**src/rtl/cdb_scheduler_pkg.sv**
```systemverilog
// Shared unit indices and one-hot CDB source codes for the CDB scheduler and the CDB output mux.
// Bit order of the SEL codes is {int,div,mult,ls}, i.e. bit index == unit index.
package cdb_scheduler_pkg;

    localparam logic [1:0] UNIT_LS   = 2'd0;
    localparam logic [1:0] UNIT_MULT = 2'd1;
    localparam logic [1:0] UNIT_DIV  = 2'd2;
    localparam logic [1:0] UNIT_INT  = 2'd3;

    localparam logic [3:0] SEL_LS   = 4'b0001;
    localparam logic [3:0] SEL_MULT = 4'b0010;
    localparam logic [3:0] SEL_DIV  = 4'b0100;
    localparam logic [3:0] SEL_INT  = 4'b1000;

    function automatic logic [3:0] sel_of(input logic [1:0] unit);
        case (unit)
            UNIT_LS:   return SEL_LS;
            UNIT_MULT: return SEL_MULT;
            UNIT_DIV:  return SEL_DIV;
            default:   return SEL_INT;
        endcase
    endfunction

endpackage

```
**src/rtl/cdb_rsv_table.sv**
```systemverilog
// CDB reservation table: shift register of busy slots plus owner codes; slot 0 is held
// directly as the registered one-hot writeback select.
module cdb_rsv_table
    import cdb_scheduler_pkg::*;
#(
    parameter int INT_LAT  = 1,
    parameter int LS_LAT   = 1,
    parameter int MULT_LAT = 3,
    parameter int DIV_LAT  = 6,
    parameter int SLOTS    = 8
) (
    input  logic       clk,
    input  logic       reset,
    input  logic       flush,
    input  logic [3:0] unit_set,
    output logic [3:0] slot_free,
    output logic [3:0] wb_sel
);

    logic [SLOTS-1:1]            rsv;
    logic [SLOTS-1:1][1:0]       owner;
    logic [SLOTS-1:0]            rsv_nxt;
    logic [SLOTS-1:0][1:0]       own_nxt;

    // A unit's landing slot after this edge's shift is rsv[LAT] as seen now.
    always_comb begin
        slot_free            = '0;
        slot_free[UNIT_LS]   = !rsv[LS_LAT];
        slot_free[UNIT_MULT] = !rsv[MULT_LAT];
        slot_free[UNIT_DIV]  = !rsv[DIV_LAT];
        slot_free[UNIT_INT]  = !rsv[INT_LAT];
    end

    always_comb begin
        rsv_nxt = '0;
        own_nxt = '0;
        for (int k = 1; k < SLOTS; k++) begin
            rsv_nxt[k-1] = rsv[k];
            own_nxt[k-1] = owner[k];
        end
        if (unit_set[UNIT_LS]) begin
            rsv_nxt[LS_LAT-1] = 1'b1;
            own_nxt[LS_LAT-1] = UNIT_LS;
        end
        if (unit_set[UNIT_MULT]) begin
            rsv_nxt[MULT_LAT-1] = 1'b1;
            own_nxt[MULT_LAT-1] = UNIT_MULT;
        end
        if (unit_set[UNIT_DIV]) begin
            rsv_nxt[DIV_LAT-1] = 1'b1;
            own_nxt[DIV_LAT-1] = UNIT_DIV;
        end
        if (unit_set[UNIT_INT]) begin
            rsv_nxt[INT_LAT-1] = 1'b1;
            own_nxt[INT_LAT-1] = UNIT_INT;
        end
    end

    always_ff @(posedge clk or negedge reset) begin
        if (!reset) begin
            rsv    <= '0;
            owner  <= '0;
            wb_sel <= '0;
        end else if (flush) begin
            rsv    <= '0;
            owner  <= '0;
            wb_sel <= '0;
        end else begin
            rsv    <= rsv_nxt[SLOTS-1:1];
            owner  <= own_nxt[SLOTS-1:1];
            wb_sel <= rsv_nxt[0] ? sel_of(own_nxt[0]) : 4'b0000;
        end
    end

endmodule

```
**src/rtl/cdb_scheduler.sv**
```systemverilog
// CDB issue scheduler for int/ls/mult/div units: priority grants, div occupancy, CDB slot booking.
// Optional statistics counters are built when CDB_SCHED_STATS_EN is defined.
module cdb_scheduler
    import cdb_scheduler_pkg::*;
#(
    parameter int INT_LAT  = 1,
    parameter int LS_LAT   = 1,
    parameter int MULT_LAT = 3,
    parameter int DIV_LAT  = 6,
    parameter int SLOTS    = 8
) (
    input  logic        clk,
    input  logic        reset,
    input  logic        flush,
    input  logic        req_int,
    input  logic        req_ls,
    input  logic        req_ls_store,
    input  logic        req_mult,
    input  logic        req_div,
    output logic        grant_int,
    output logic        grant_ls,
    output logic        grant_mult,
    output logic        grant_div,
    output logic        div_busy,
    output logic [3:0]  wb_sel,
    output logic        wb_valid
`ifdef CDB_SCHED_STATS_EN
    ,
    input  logic        stat_clr,
    output logic [15:0] stat_conflict,
    output logic [15:0] stat_busy
`endif
);

    localparam int CNT_W = $clog2(DIV_LAT + 1);

    logic [3:0]       slot_free;
    logic [3:0]       unit_set;
    logic [CNT_W-1:0] div_cnt;
    logic             int_first;
    logic             active;
    logic             load_req, store_req;
    logic             div_ok, mult_ok, int_ok, load_ok, tie, load_win;

    // The divider may take a new op in the cycle its count is about to reach 0.
    always_comb begin
        active    = reset && !flush;
        load_req  = req_ls && !req_ls_store;
        store_req = req_ls && req_ls_store;
        div_ok    = req_div && (div_cnt <= CNT_W'(1)) && slot_free[UNIT_DIV];
        mult_ok   = req_mult && slot_free[UNIT_MULT]
                    && !(div_ok && (MULT_LAT == DIV_LAT));
        int_ok    = req_int && slot_free[UNIT_INT]
                    && !(div_ok && (INT_LAT == DIV_LAT))
                    && !(mult_ok && (INT_LAT == MULT_LAT));
        load_ok   = load_req && slot_free[UNIT_LS]
                    && !(div_ok && (LS_LAT == DIV_LAT))
                    && !(mult_ok && (LS_LAT == MULT_LAT));
        tie       = int_ok && load_ok;
        load_win  = load_ok && !(tie && int_first);

        grant_div  = active && div_ok;
        grant_mult = active && mult_ok;
        grant_int  = active && int_ok && !(tie && !int_first);
        grant_ls   = active && (load_win || store_req);

        unit_set            = '0;
        unit_set[UNIT_DIV]  = grant_div;
        unit_set[UNIT_MULT] = grant_mult;
        unit_set[UNIT_INT]  = grant_int;
        unit_set[UNIT_LS]   = active && load_win;
    end

    cdb_rsv_table #(
        .INT_LAT  (INT_LAT),
        .LS_LAT   (LS_LAT),
        .MULT_LAT (MULT_LAT),
        .DIV_LAT  (DIV_LAT),
        .SLOTS    (SLOTS)
    ) u_rsv_table (
        .clk       (clk),
        .reset     (reset),
        .flush     (flush),
        .unit_set  (unit_set),
        .slot_free (slot_free),
        .wb_sel    (wb_sel)
    );

    always_ff @(posedge clk or negedge reset) begin
        if (!reset) begin
            int_first <= 1'b1;
        end else if (active && tie) begin
            int_first <= !int_first;
        end
    end

    always_ff @(posedge clk or negedge reset) begin
        if (!reset) begin
            div_cnt <= '0;
        end else if (flush) begin
            div_cnt <= '0;
        end else if (grant_div) begin
            div_cnt <= CNT_W'(DIV_LAT);
        end else if (div_cnt != '0) begin
            div_cnt <= div_cnt - 1'b1;
        end
    end

    assign div_busy = (div_cnt != '0);
    assign wb_valid = |wb_sel;

`ifdef CDB_SCHED_STATS_EN
    logic denied;

    always_comb begin
        denied = (req_int && !grant_int) || (req_ls && !grant_ls)
                 || (req_mult && !grant_mult) || (req_div && !grant_div);
    end

    always_ff @(posedge clk or negedge reset) begin
        if (!reset) begin
            stat_conflict <= '0;
            stat_busy     <= '0;
        end else if (stat_clr) begin
            stat_conflict <= '0;
            stat_busy     <= '0;
        end else begin
            if (denied && (stat_conflict != 16'hFFFF)) begin
                stat_conflict <= stat_conflict + 16'd1;
            end
            if (wb_valid && (stat_busy != 16'hFFFF)) begin
                stat_busy <= stat_busy + 16'd1;
            end
        end
    end
`endif

    a_wb_onehot: assert property (@(posedge clk) disable iff (!reset) $onehot0(wb_sel));

endmodule

```
**config.mk**
```make
export PLATFORM = sky130hd
export DESIGN_NAME = cdb_scheduler
export DESIGN_NICKNAME = d
export VERILOG_FILES = /design/src/rtl/cdb_scheduler_pkg.sv /design/src/rtl/cdb_rsv_table.sv /design/src/rtl/cdb_scheduler.sv
export SDC_FILE = /design/constraint.sdc
export NUM_CORES = 1
export LEC_CHECK = 0
export CAP_MARGIN = 20
export CORE_UTILIZATION = 51
export DETAILED_ROUTE_END_ITERATION = 16
export HOLD_SLACK_MARGIN = 0.02
export PLACE_DENSITY = 0.83
export SLEW_MARGIN = 5
export SYNTH_ARGS = -nofsm -noshare
export SYNTH_HDL_FRONTEND = slang
export SYNTH_SLANG_ARGS = --single-unit
```
**constraint.sdc**
```tcl
create_clock -name clk -period 3.06 [get_ports clk]
set_input_delay 0.765 -clock clk [delete_from_list [all_inputs] [get_ports clk]]
set_output_delay 0.765 -clock clk [all_outputs]
set_load 0.02 [all_outputs]
```
== Word level (Yosys, flattened, before mapping) ==
Cells that the tools add are included.
Operators by class
  equality and inequality tests: 2
  div/mod/pow operators: 0
  $add $sub $neg: 1
  bitwise logic cells: 0
  shift operators: 0
  order comparisons: 1
  reductions and logical operators: 32
  multiplexer cells: 16
  $mul: 0
Operators with widths (count)
  $logic_and 1x1->1: 19
  $mux 12: 1
  $pmux 4 s3: 1
  $mux 3: 3
  $mux 2: 4
  $mux 4: 2
  $logic_not 1->1: 7
  $reduce_bool 3->1: 2
  $mux 5: 1
  $mux 1: 4
  $reduce_or 4->1: 1
  $le 3x1->1 const B: 1
  $sub 3x1->3 const B: 1
  $eq 2x1->1 const B: 1
  $eq 2x2->1 const B: 1
  $logic_not 2->1: 1
  $logic_not 1->1 const A: 1
  $logic_or 1x1->1: 1
Storage, ports and cells
  memories kept: 0
  logic and storage cells: 62
  input bits: 8
  output and inout port bits: 10
  memory bits (writable): 0
  bits in latches: 0
  ROM bits: 0
  register bits: 25

== Longest topological paths before layout ==
  depth after elaboration: 14
  depth in mapped cells: 5
  gate-level depth less buffers: 5

== Hierarchy ==
Synthesis repeated with hierarchy kept, for this count alone.
Unflattened totals
  cells, all modules: 74
  area total of the unflattened synthesis: 824.5 µm²
By module, submodules not included
  cdb_rsv_table: instances 1, area an instance 486.7 µm², seq. area each 325.3 µm², cells an instance 38
  cdb_scheduler: instances 1, area an instance 337.8 µm², seq. area each 101.3 µm², cells an instance 36

== Worst setup path after synthesis ==
No wires, ideal clock.
  kind: input-to-output
  from: input reset
  to: output grant_mult
  stages: 3
  path slack: 985 ps
  data required time: 2295 ps
  data arrival time: 1310 ps
  path buffers: 0
  path through: nor2b_4 nand2_1 nor2_1
On the way
  cells in the longest elaborated chain, start to end: 2
RTL lines
  start: declaration: RTL line cdb_scheduler.sv:13  | input logic reset,
  $logic_and 1x1->1: RTL line cdb_scheduler.sv:47  | active = reset && !flush;
  $logic_and 1x1->1: RTL line cdb_scheduler.sv:63  | grant_mult = active && mult_ok;
  end: declaration: RTL line cdb_scheduler.sv:22  | output logic grant_mult,
No other way between the ends.

== Final worst setup path ==
  from: input reset
  to: output grant_ls
On the way
  cells in the longest elaborated chain, start to end: 2
RTL lines
  $logic_and 1x1->1: RTL line cdb_scheduler.sv:47
  $logic_and 1x1->1: RTL line cdb_scheduler.sv:65  | grant_ls = active && (load_win || store_req);
  end: declaration: RTL line cdb_scheduler.sv:21  | output logic grant_ls,
No other way between the ends.

==> flow_metrics.env <==
export IMPL_outcome="complete, no violations"
export IMPL_portBuffers=17
export IMPL_n_fill_cell=104
export IMPL_ys_warn_count=0
export IMPL_drtIter0Drc=5
export IMPL_cp_buffers_inverters=2
export IMPL_drt_wl_total_mm=1.492
export IMPL_drv_cap=0
export IMPL_avgSynthCellArea_um2=12.59
export IMPL_grt_pass1_vias=570
export IMPL_drive_gt1_frac=0.2444
export IMPL_crit_chain="clkdlybuf4s50_1, nor2b_4, o211a_1, clkdlybuf4s50_1"
export IMPL_hold_viol_final=0
export IMPL_met3_length_um=78
export IMPL_synth_seq_cells=17
export IMPL_power_density_mw_per_mm2=627.2
export IMPL_dp_cells=99
export IMPL_worst_setup_path_type="input pin to output pin"
export IMPL_highest_signal_layer="met3"
export IMPL_root_buffer="clkbuf_4"
export IMPL_synth_nets=74
export IMPL_htree_levels=1
export IMPL_finalClockSkew_ns=0.0007924
export IMPL_antenna_left=0
export IMPL_cpPeakStageDelay_ns=0.59
export IMPL_io_pins=18
export IMPL_cp_start_kind="input pin"
export IMPL_drtPass1Iterations=2
export IMPL_die_area_mm2=0.001717
export IMPL_async_flop_share=1.000
export IMPL_cp_end_kind="output pin"
export IMPL_coreArea_mm2=0.001366
export IMPL_arrival_ns=2.18
export IMPL_finalCritPeriodShare=0.9608
export IMPL_tritoncts="done"
export IMPL_syn_inst=63
export IMPL_initial_utilization=0.5806
export IMPL_setup_viol=0
export IMPL_slew_headroom=0.8029
export IMPL_critical_path_slowest_cell="clkdlybuf4s50_1"
export IMPL_crit_top_cell="clkdlybuf4s50_1"
export IMPL_critPathTopFamily="buffers and inverters"
export IMPL_gp_congestion=0.7949
export IMPL_fp_row_count=13
export IMPL_critPathMaxFanout=3
export IMPL_grt_pass1_wl_mm=2.511
export IMPL_required_ns=2.29
export IMPL_detailed_place_hpwl_mm=1.105
export IMPL_clk_path_buf_depth=2
export IMPL_grt_max_degree=19
export IMPL_antenna_found_initial=0
export IMPL_via_count=560
export IMPL_rsz0062_at_grt="false"
export IMPL_drc=0
export IMPL_finalMaxSlewViolations=0
export IMPL_tightest_slew_ns=0.2915
export IMPL_yosysSeqAreaShare=0.5379
export IMPL_grt_usage=0.1935
export IMPL_netlist_area_um2=793.3
export IMPL_fmax_mhz=340.1
export IMPL_num_nets_final=102
export IMPL_finalNonFillerCells=105
export IMPL_synthFlopType="dfrtp_1"
export IMPL_die_h_um=41.44
export IMPL_synthDistinctLibCells=27
export IMPL_vdd_drop_max_mv=0.4258
export IMPL_final_common_cell="dfrtp_1"
export IMPL_grt_ovfl_total=0
export IMPL_die_w_um=41.44
export IMPL_viasPerCell=5.333
export IMPL_wl_met1_um=670
export IMPL_final_cell_mix="dfrtp_1, clkdlybuf4s50_1, nor2b_1, buf_4, nor2_1"
export IMPL_cts_inserted_buffers=3
export IMPL_area_growth_pct=32.65
export IMPL_min_period_ns=2.940
export IMPL_antennaDiodeCount=0
export IMPL_wl_met2_um=743
export IMPL_clock_sinks=17
export IMPL_p_leak_uw=0.0005326
export IMPL_drt_wirelength_per_cell_um=14.21
export IMPL_hold_ws_ns=0.4535
export IMPL_synth_edf_count=0
export IMPL_insertion_delay_ns=0.28
export IMPL_cts_clk_slew_worst_paths_ns=0.09
export IMPL_min_path_type="flip-flop to flip-flop"
power breakdown:
part / internal (µW) / total [µW] / leakage (µW) / switching, µW
sequential: 258 / 284 / 0.000229 / 26.0
clock: 50.5 / 117 / 0.0000150 / 66.1
combinational: 131 / 259 / 0.000289 / 128
kinds of logic (layout without fill, tap and decap cells):
family / Yosys count / count (layout) / share of synthesized area
buffers and inverters: 7 / 34 / 0.03469
DFF: 17 / 17 / 0.5379
and+or+nand+nor: 23 / 23 / 0.2114
AOI/OAI and AO/OA: 9 / 9 / 0.1152
adders and majority gates: 3 / 3 / 0.04732
xor gates and xnor gates: 2 / 2 / 0.02209
muxes: 2 / 2 / 0.03154
worst paths after layout:
| check | from | to | slack (ns) | cells after the start |
|---|---|---|---|---|
| setup reg to reg | div_cnt[0] | div_cnt[1] | 1.69 | 5 |
| setup / recovery | reset | grant_ls | 0.12 | 4 |
| max in group asynchronous | reset | int_first | 1.96 | 2 |
| hold / removal | u_rsv_table.rsv[3] | u_rsv_table.own_nxt[2] | 0.45 | 1 |
| hold reg to reg | u_rsv_table.rsv[3] | u_rsv_table.own_nxt[2] | 0.45 | 1 |
| min in group asynchronous | reset | div_cnt[2] | 0.86 | 2 |
through the flow:
stage	utilization	power [µW]	instance area (µm²)	setup TNS [ns]	setup WS (ns)
2_1_floorplan	-	461.9	793.3	0	0.9850
3_3_place_gp	0.7427	531.2	1015	0	0.007332
3_5_place_dp	0.7427	547.1	1015	-0.1168	-0.04785
4_1_cts	0.7592	661.4	1037	0	0.005370
5_1_grt	0.7701	701.7	1052	0	0.06385
6_report	0.7701	660.0	1052	0	0.1199
synth_stat cells (2+ instances only):
cell / number / area share
inv_1: 4 / 0.019
nor4bb_1: 2 / 0.025
nor2b_1: 7 / 0.055
ha_1: 3 / 0.047
nor3_2: 2 / 0.025
nor2_1: 5 / 0.024
dfrtp_1: 16 / 0.50
inv_2: 2 / 0.0095
a21oi_1: 2 / 0.013
xnor2_1: 2 / 0.022
nand2_1: 2 / 0.0095
worst register-to-register path, delay by kind of cell (launching register included):
| kind | cells | cell delay, ns |
|---|---|---|
| AOI/OAI and AO/OA | 1 | 0.13 |
| adders and majority gates | 1 | 0.24 |
| buffers and inverters | 1 | 0.09 |
| DFF | 1 | 0.44 |
| muxes | 1 | 0.31 |
| and+or+nand+nor | 1 | 0.10 |
cell type report:
class | instances | area, µm² | area share
flip-flops and latches | 17 | 426.7 | 0.4055
multi-input cells | 39 | 339.1 | 0.3222
repair buffers | 24 | 219.0 | 0.2081
clock buffers | 4 | 26.28 | 0.02497
inverters | 6 | 22.52 | 0.02140
well taps | 15 | 18.77 | 0.01784
state kept, by name, summed over array words and instances (netlist names):
signal               flops
int_first                1
u_rsv_table.wb_sel       4
u_rsv_table.rsv          5
u_rsv_table.owner        2
u_rsv_table.own_nxt      2
div_cnt                  3
timing repair:
action / 4_1_cts / 5_1_grt
pin swaps: 0 / 0
setup buffers: 0 / 2
setup endpoints to repair: 3 / 1
hold buffers: 0 / 0
resized for setup: 3 / 0
layer usage:
layer / vias up / global-route usage
met4: 0 / 0.03871
li1: 267 / -
met3: 0 / 0.04783
met2: 17 / 0.3625
met1: 276 / 0.2203
met5: - / 0
Power figures use the tool's default switching activity.
